## src/rtl/pipeline_result_collector_pkg.sv

```systemverilog
// Shared definitions for the pipeline result collector and its result FIFO.
// Holds the pipeline geometry, the FIFO operation encoding and a width helper.
package pipeline_result_collector_pkg;

   // Data width of the arithmetic pipeline F = ((A+B)+(C-D))*D.
   localparam int PIPE_N    = 10;
   // Clocks from operands presented at issue to F valid on the pipeline output.
   localparam int PIPE_LAT  = 3;
   // Default number of buffered results.
   localparam int PRC_DEPTH = 4;

   // Combined push/pop request seen by the result FIFO in one cycle.
   typedef enum logic [1:0] {
      FIFO_IDLE = 2'b00,
      FIFO_POP  = 2'b01,
      FIFO_PUSH = 2'b10,
      FIFO_BOTH = 2'b11
   } fifo_op_e;

   // Ceiling log2 for elaboration-time widths; clog2(1) and clog2(0) are 0.
   function automatic int clog2(input int value);
      int result;
      result = 0;
      for (int i = 0; i < 31; i++) begin
         if ((1 << i) < value) begin
            result = i + 1;
         end
      end
      return result;
   endfunction

endpackage

```

## src/rtl/pipeline_result_collector_sync_fifo.sv

```systemverilog
// Small synchronous first-word fall-through FIFO for pipeline results.
// The head entry is always visible on rd_data; occupancy is tracked in a
// separate level counter so the pointers can simply wrap.
module pipe_sync_fifo
   import pipeline_result_collector_pkg::*;
#(
   parameter int N     = PIPE_N,
   parameter int DEPTH = PRC_DEPTH
) (
   input  logic                   clk,
   input  logic                   rst,
   input  logic                   wr_en,
   input  logic [N-1:0]           wr_data,
   input  logic                   rd_en,
   output logic [N-1:0]           rd_data,
   output logic [clog2(DEPTH):0]  level
);

   localparam int AW = clog2(DEPTH);
   localparam int LW = AW + 1;
   localparam logic [LW-1:0] FULL_LEVEL = LW'(DEPTH);

   logic [N-1:0]  mem [DEPTH];
   logic [AW-1:0] wr_ptr;
   logic [AW-1:0] rd_ptr;
   logic          do_push;
   logic          do_pop;
   fifo_op_e      fifo_op;

   // A pop on an empty FIFO is ignored; a push into a full FIFO is only
   // allowed when the head leaves in the same cycle, so no entry is lost.
   always_comb begin
      do_pop  = rd_en && (level != '0);
      do_push = wr_en && ((level != FULL_LEVEL) || do_pop);
      fifo_op = fifo_op_e'({do_push, do_pop});
   end

   // The head entry is presented directly from storage (fall-through).
   assign rd_data = mem[rd_ptr];

   // Storage, pointers and occupancy; storage is cleared so the head reads 0 after reset.
   always_ff @(posedge clk or posedge rst) begin
      if (rst) begin
         wr_ptr <= '0;
         rd_ptr <= '0;
         level  <= '0;
         for (int i = 0; i < DEPTH; i++) begin
            mem[i] <= '0;
         end
      end else begin
         if (do_push) begin
            mem[wr_ptr] <= wr_data;
            wr_ptr      <= wr_ptr + AW'(1);
         end
         if (do_pop) begin
            rd_ptr <= rd_ptr + AW'(1);
         end
         case (fifo_op)
            FIFO_PUSH: level <= level + LW'(1);
            FIFO_POP:  level <= level - LW'(1);
            default:   level <= level;
         endcase
      end
   end

endmodule

```

## src/rtl/pipeline_result_collector.sv

```systemverilog
// Downstream companion to the fixed-latency arithmetic pipeline.
// The pipeline itself has no valid or stall, so this block follows each
// accepted operand set with a token, captures F when the token reaches the
// end of the line, and buffers results behind a valid/ready port. Issue
// credits count both buffered and in-flight results so the FIFO never overflows.
module pipeline_result_collector
   import pipeline_result_collector_pkg::*;
#(
   parameter int N     = PIPE_N,
   parameter int LAT   = PIPE_LAT,
   parameter int DEPTH = PRC_DEPTH
) (
   input  logic                   clk,
   input  logic                   rst,
   input  logic                   issue_valid,
   output logic                   issue_ready,
   input  logic [N-1:0]           f_in,
   output logic                   out_valid,
   input  logic                   out_ready,
   output logic [N-1:0]           out_data,
   output logic [clog2(DEPTH):0]  level
);

   localparam int LW = clog2(DEPTH) + 1;
   localparam int CW = clog2(DEPTH + LAT + 1);
   localparam logic [LW-1:0] FULL_LEVEL = LW'(DEPTH);

   logic [LAT-1:0] token_line;
   logic [CW-1:0]  inflight;
   logic [CW-1:0]  credit_sum;
   logic           accept;
   logic           capture;
   logic           pop;

   // Credits come only from registered state; a pop in this cycle frees its
   // slot for issue in the next cycle, never combinationally.
   always_comb begin
      inflight = '0;
      for (int i = 0; i < LAT; i++) begin
         inflight = inflight + CW'(token_line[i]);
      end
      credit_sum  = CW'(level) + inflight;
      issue_ready = (credit_sum < CW'(DEPTH));
   end

   assign accept    = issue_valid && issue_ready;
   assign capture   = token_line[LAT-1];
   assign out_valid = (level != '0);
   assign pop       = out_valid && out_ready;

   // Token line mirrors the pipeline depth; the last bit marks a cycle whose F is real.
   always_ff @(posedge clk or posedge rst) begin
      if (rst) begin
         token_line <= '0;
      end else begin
         token_line[0] <= accept;
         for (int i = 1; i < LAT; i++) begin
            token_line[i] <= token_line[i-1];
         end
      end
   end

   pipe_sync_fifo #(
      .N     (N),
      .DEPTH (DEPTH)
   ) u_fifo (
      .clk     (clk),
      .rst     (rst),
      .wr_en   (capture),
      .wr_data (f_in),
      .rd_en   (pop),
      .rd_data (out_data),
      .level   (level)
   );

   // A capture into a full FIFO without a simultaneous pop means credits were miscounted.
   PRC_OVF: assert property (@(posedge clk) disable iff (rst)
      !(capture && (level == FULL_LEVEL) && !pop));

endmodule
```

## config.mk

```make
export PLATFORM = sky130hd
export DESIGN_NAME = pipeline_result_collector
export DESIGN_NICKNAME = d
export VERILOG_FILES = /design/src/rtl/pipeline_result_collector_pkg.sv /design/src/rtl/pipeline_result_collector_sync_fifo.sv /design/src/rtl/pipeline_result_collector.sv
export SDC_FILE = /design/constraint.sdc
export NUM_CORES = 1
export LEC_CHECK = 0
export CAP_MARGIN = 40
export CORE_MARGIN = 1.5
export CORE_UTILIZATION = 42
export DETAILED_ROUTE_END_ITERATION = 16
export DONT_BUFFER_PORTS = 1
export PLACE_DENSITY = 0.67
export SYNTH_ARGS = -nofsm -noshare
export SYNTH_HDL_FRONTEND = slang
export SYNTH_HIERARCHICAL = 1
export SYNTH_SLANG_ARGS = --single-unit
export TNS_END_PERCENT = 100
```

## constraint.sdc

```tcl
create_clock -name clk -period 4.2 [get_ports clk]
set_input_delay 0.84 -clock clk [delete_from_list [all_inputs] [get_ports clk]]
set_output_delay 0.84 -clock clk [all_outputs]
set_load 0.005 [all_outputs]
```

==> out/summary.md <==
In this run the worst hold path is classified as primary input to async pin. For the mapped cell area, the log shows 2320 µm². The post-synthesis register bit count was 50; the post-route clock period utilization was 68.8%. Compared with the post-synthesis result, the final layout area differs by 7.44%. For the share of total power in the clock network, the log shows 13.8%. The signal on the critical path passes through or3_4 -> and2_4 -> nor4b_4 -> or2b_2 -> ha_1 -> inv_1 -> fa_1 -> xor2_1 -> nor2_1 -> xor2_1. The worst setup path is launched from a flop. For the clock tree buffer depth, the log shows 2.

Initial antenna violation count: 0. Registers are responsible for 47.9% of the overall power. Wire length reported by the detailed router: 4090 µm.

The analysis attributes to net switching a power of 0.000650 W. TritonCTS built the clock tree. The detailed placer's ending HPWL is 2750 µm.

The clock drives 50 sinks. The endpoint type of the worst setup path was a flop. The placed cell count was 219. Internal power comes to 0.00132 W. Average cell area after synthesis: 15.5 µm². Input and output buffers added on the ports amount to 0.

Final core utilization: 47.9%. Sorting the synthesized cells by area gives the leading types as sky130_fd_sc_hd__dfrtp_1 54%, sky130_fd_sc_hd__mux2_2 20%, sky130_fd_sc_hd__mux4_2 9.7%. The proportion of power drawn by combinational gates was 38.4%; the number of warnings issued by yosys was 6. At the worst endpoint, the arrival time is 3.11 ns. For the remaining antenna violation count after routing, the log shows 0.

Synthesis handed over a netlist of 150 instances. After the first detailed-routing iteration, the DRC count stood at 42. Of the total power, the share spent switching nets is 33.1%. For the overall power consumption, the log shows 0.00197 W. After synthesis, the largest area contributor takes up 53.9% of total cell area. In the final layout, the share of cells above drive strength 1 is 43.9%. For the count of maximum capacitance violations, the log shows 0. The analysis attributes to cell leakage a power of 1.04 nW. The number of global-route vias before repair is 1351. The horizontal extent of the die is 77.4 µm. Global routing finished with a remaining overflow of 0. Setup repair after global routing left no endpoint under its margin. Full die area: 5980 µm².

The cell family contributing the most delay on the critical path is simple AND/OR/NAND/NOR gates. The worst pin sits at a relative slew slack of 52.4%. Among all stages on the critical path, the largest delay is contributed by sky130_fd_sc_hd__dfrtp_1.

In this run the number of H-tree levels came out at 2. The time the final worst path needs with I/O delays and setup came out at 2.89 ns. The clock root buffer is sky130_fd_sc_hd__clkbuf_8. The region available for standard cell placement spans 5200 µm². The number of max-slew violations in the final report was 0; the number of hold buffers added after cts was 0.

For the pin with the worst max-slew slack, the measured transition is 0.713 ns. The first global-routing pass estimated 6640 µm of wire. The global placement routability congestion was 0.664; the total iterations of the first detailed-routing run was 3. From bottom edge to top edge, the die measures 77.4 µm.

The DRC violation count after routing was 0. Along the worst path, the maximum fanout reaches 7. The biggest area contributor in the post-synthesis netlist is sky130_fd_sc_hd__dfrtp_1. The number of post-CTS setup repair buffers is 0. Entering global routing, the biggest net connects 48 pins.

The logs give 0 for the diode insertion count for antenna repair and 44.6% for the initial standard-cell utilization of the core. Counting distinct cell types in the post-synthesis netlist gives 24. Among the stages of the critical path, the cell type that occurs most often is sky130_fd_sc_hd__xor2_1. Number of nets in the finished design: 178. The number of buffer and inverter stages on the critical path was 1; the post-detailed-placement cell area was 2410 µm².

The global-route usage over all layers is 14.8%. The run gives 227 as the count of placed standard cells in the final layout, fillers left out. The cell area power density was 788 nW/µm².

The worst clock skew is 0.00772 ns, and the number of top-level design ports is 29. The timing-limited maximum frequency is 346 MHz, and the final setup violation count is 0. For the sequential-to-total area share from yosys stat, the log shows 53.9%.

At the worst endpoint, the required time is 4.43 ns. The number of nets handed over by synthesis was 172. Counting the buffers created by CTS gives 5. For the clock insertion delay at the later pin of the skew report, the log shows 0.30 ns.

The clock-pin slew on the worst setup and hold paths came out at 0.09 ns. The run finished with clean final reports. After routing, the total negative slack on setup checks comes to 0 ns. The final count of hold timing violations is 0, and the routed length per instance is 18.0 µm. The routed layout has 1213 vias. The highest ir drop seen on vdd was 0.335 mV. The worst setup path is of the flop to flop kind. After routing the design area is 2490 µm².

The detailed-route vias per instance is 5.34. Total of cells resized after clock tree synthesis: 0. The floorplan has 26 rows.

The largest single stage delay on the critical path is 0.50 ns.
-- Yosys cell counts, drive strengths merged --
cell and n:
dfrtp 50, mux2 41, inv 11, mux4 10
ha 6, nand2 6, nor2 5, xnor2 3
xor2 3, and2 2, buf 2, fa 2
and3b 1, mux2i 1, nand4b 1, nor4b 1
o211ai 1, o31a 1, or2 1, or2b 1
or3 1
-- state kept, by name, indices dropped and copies added, names as in the netlist --
register and cells:
u_fifo/mem 40, u_fifo/wr_ptr 2, u_fifo/level 3, token_line 3
u_fifo/rd_ptr 2
-- power groups by stage --
stage / Sequential (W) / Clock [W] / Combinational (W)
floorplan: 0.000852 / 0 / 0.000692
global placement: 0.000928 / 0 / 0.000731
detailed placement: 0.000956 / 0 / 0.000767
CTS: 0.000945 / 0.000282 / 0.000769
global route: 0.000982 / 0.000301 / 0.000830
finish: 0.000941 / 0.000271 / 0.000754
-- metrics by stage --
| stage | setup WS (ns) | hold slack (ns) |
|---|---|---|
| after CTS | 1.27 | 0.282 |
| after global placement | 1.45 | 0.365 |
| final | 1.31 | 0.287 |
| after floorplan | 1.56 | 0.354 |
| after global routing | 1.14 | 0.281 |
| after detailed placement | 1.34 | 0.367 |
-- routing by layer --
metal | wire (µm) | track usage [%] | vias to the layer above
met5 | 0 | 0 | -
met3 | 177 | 4.24 | 6
met2 | 2170 | 27.4 | 28
met4 | 56 | 4.91 | 0
met1 | 1680 | 16.2 | 640
li1 | - | - | 539
-- worst paths after layout --
kind | cells after the start | endpoint | start | slack [ns]
setup / recovery | 10 | u_fifo/level[2] | u_fifo/level[0] | 1.31
hold / removal | 1 | token_line[1] | rst | 0.29
setup reg to reg | 10 | u_fifo/level[2] | u_fifo/level[0] | 1.31
hold reg to reg | 0 | token_line[1] | token_line[0] | 0.39
max in group asynchronous | 2 | u_fifo/mem[17] | rst | 3.23
min in group clk | 0 | token_line[1] | token_line[0] | 0.39
-- final cells by class --
| class | count | area (µm²) |
|---|---|---|
| Fill cell | 456 | 2710 |
| Sequential cell | 50 | 1250 |
| Multi-Input combinational cell | 87 | 1020 |
| Tap cell | 70 | 87.6 |
| Clock buffer | 6 | 72.6 |
| Inverter | 11 | 41.3 |
| Clock inverter | 2 | 13.8 |
| Timing Repair Buffer | 1 | 7.51 |
-- kinds of logic (layout without fill, tap and decap cells) --
family | after synthesis | count (layout) | synth area share, %
mux | 52 | 52 | 30.0
flops | 50 | 50 | 53.9
buf+inv | 13 | 20 | 2.15
simple gates | 19 | 19 | 5.77
fa+ha+maj | 8 | 8 | 4.96
compound gates | 2 | 2 | 0.970
xor+xnor | 6 | 6 | 2.26
-- cells in the final DEF (no fill, tap or decap) --
cell type,instances
sky130_fd_sc_hd__or2_0,1
sky130_fd_sc_hd__clkinv_1,1
sky130_fd_sc_hd__nor2_2,4
sky130_fd_sc_hd__xor2_1,3
sky130_fd_sc_hd__o211ai_2,1
sky130_fd_sc_hd__clkinv_2,1
sky130_fd_sc_hd__clkbuf_8,5
sky130_fd_sc_hd__nor2_1,1
sky130_fd_sc_hd__mux2_2,41
sky130_fd_sc_hd__nor4b_4,1
sky130_fd_sc_hd__xnor2_1,3
sky130_fd_sc_hd__and2_4,1
sky130_fd_sc_hd__and3b_1,1
sky130_fd_sc_hd__dfrtp_1,50
sky130_fd_sc_hd__or2b_2,1
sky130_fd_sc_hd__buf_4,1
sky130_fd_sc_hd__ha_1,6
sky130_fd_sc_hd__nand2_1,6
sky130_fd_sc_hd__nand4b_1,1
sky130_fd_sc_hd__clkbuf_1,1
sky130_fd_sc_hd__o31a_2,1
sky130_fd_sc_hd__or3_4,1
sky130_fd_sc_hd__clkinv_4,1
sky130_fd_sc_hd__inv_1,10
sky130_fd_sc_hd__mux2i_1,1
sky130_fd_sc_hd__and2_1,1
sky130_fd_sc_hd__fa_1,2
sky130_fd_sc_hd__mux4_2,10
-- worst reg2reg max path, stage by stage (launching register included) --
cell and delay (ns):
sky130_fd_sc_hd__dfrtp_1 0.50, sky130_fd_sc_hd__or3_4 0.44, sky130_fd_sc_hd__and2_4 0.18, sky130_fd_sc_hd__nor4b_4 0.39, sky130_fd_sc_hd__or2b_2 0.22, sky130_fd_sc_hd__ha_1 0.20
sky130_fd_sc_hd__inv_1 0.07, sky130_fd_sc_hd__fa_1 0.37, sky130_fd_sc_hd__xor2_1 0.16, sky130_fd_sc_hd__nor2_1 0.12, sky130_fd_sc_hd__xor2_1 0.16
Note: power is estimated with default switching activity, not from simulation.
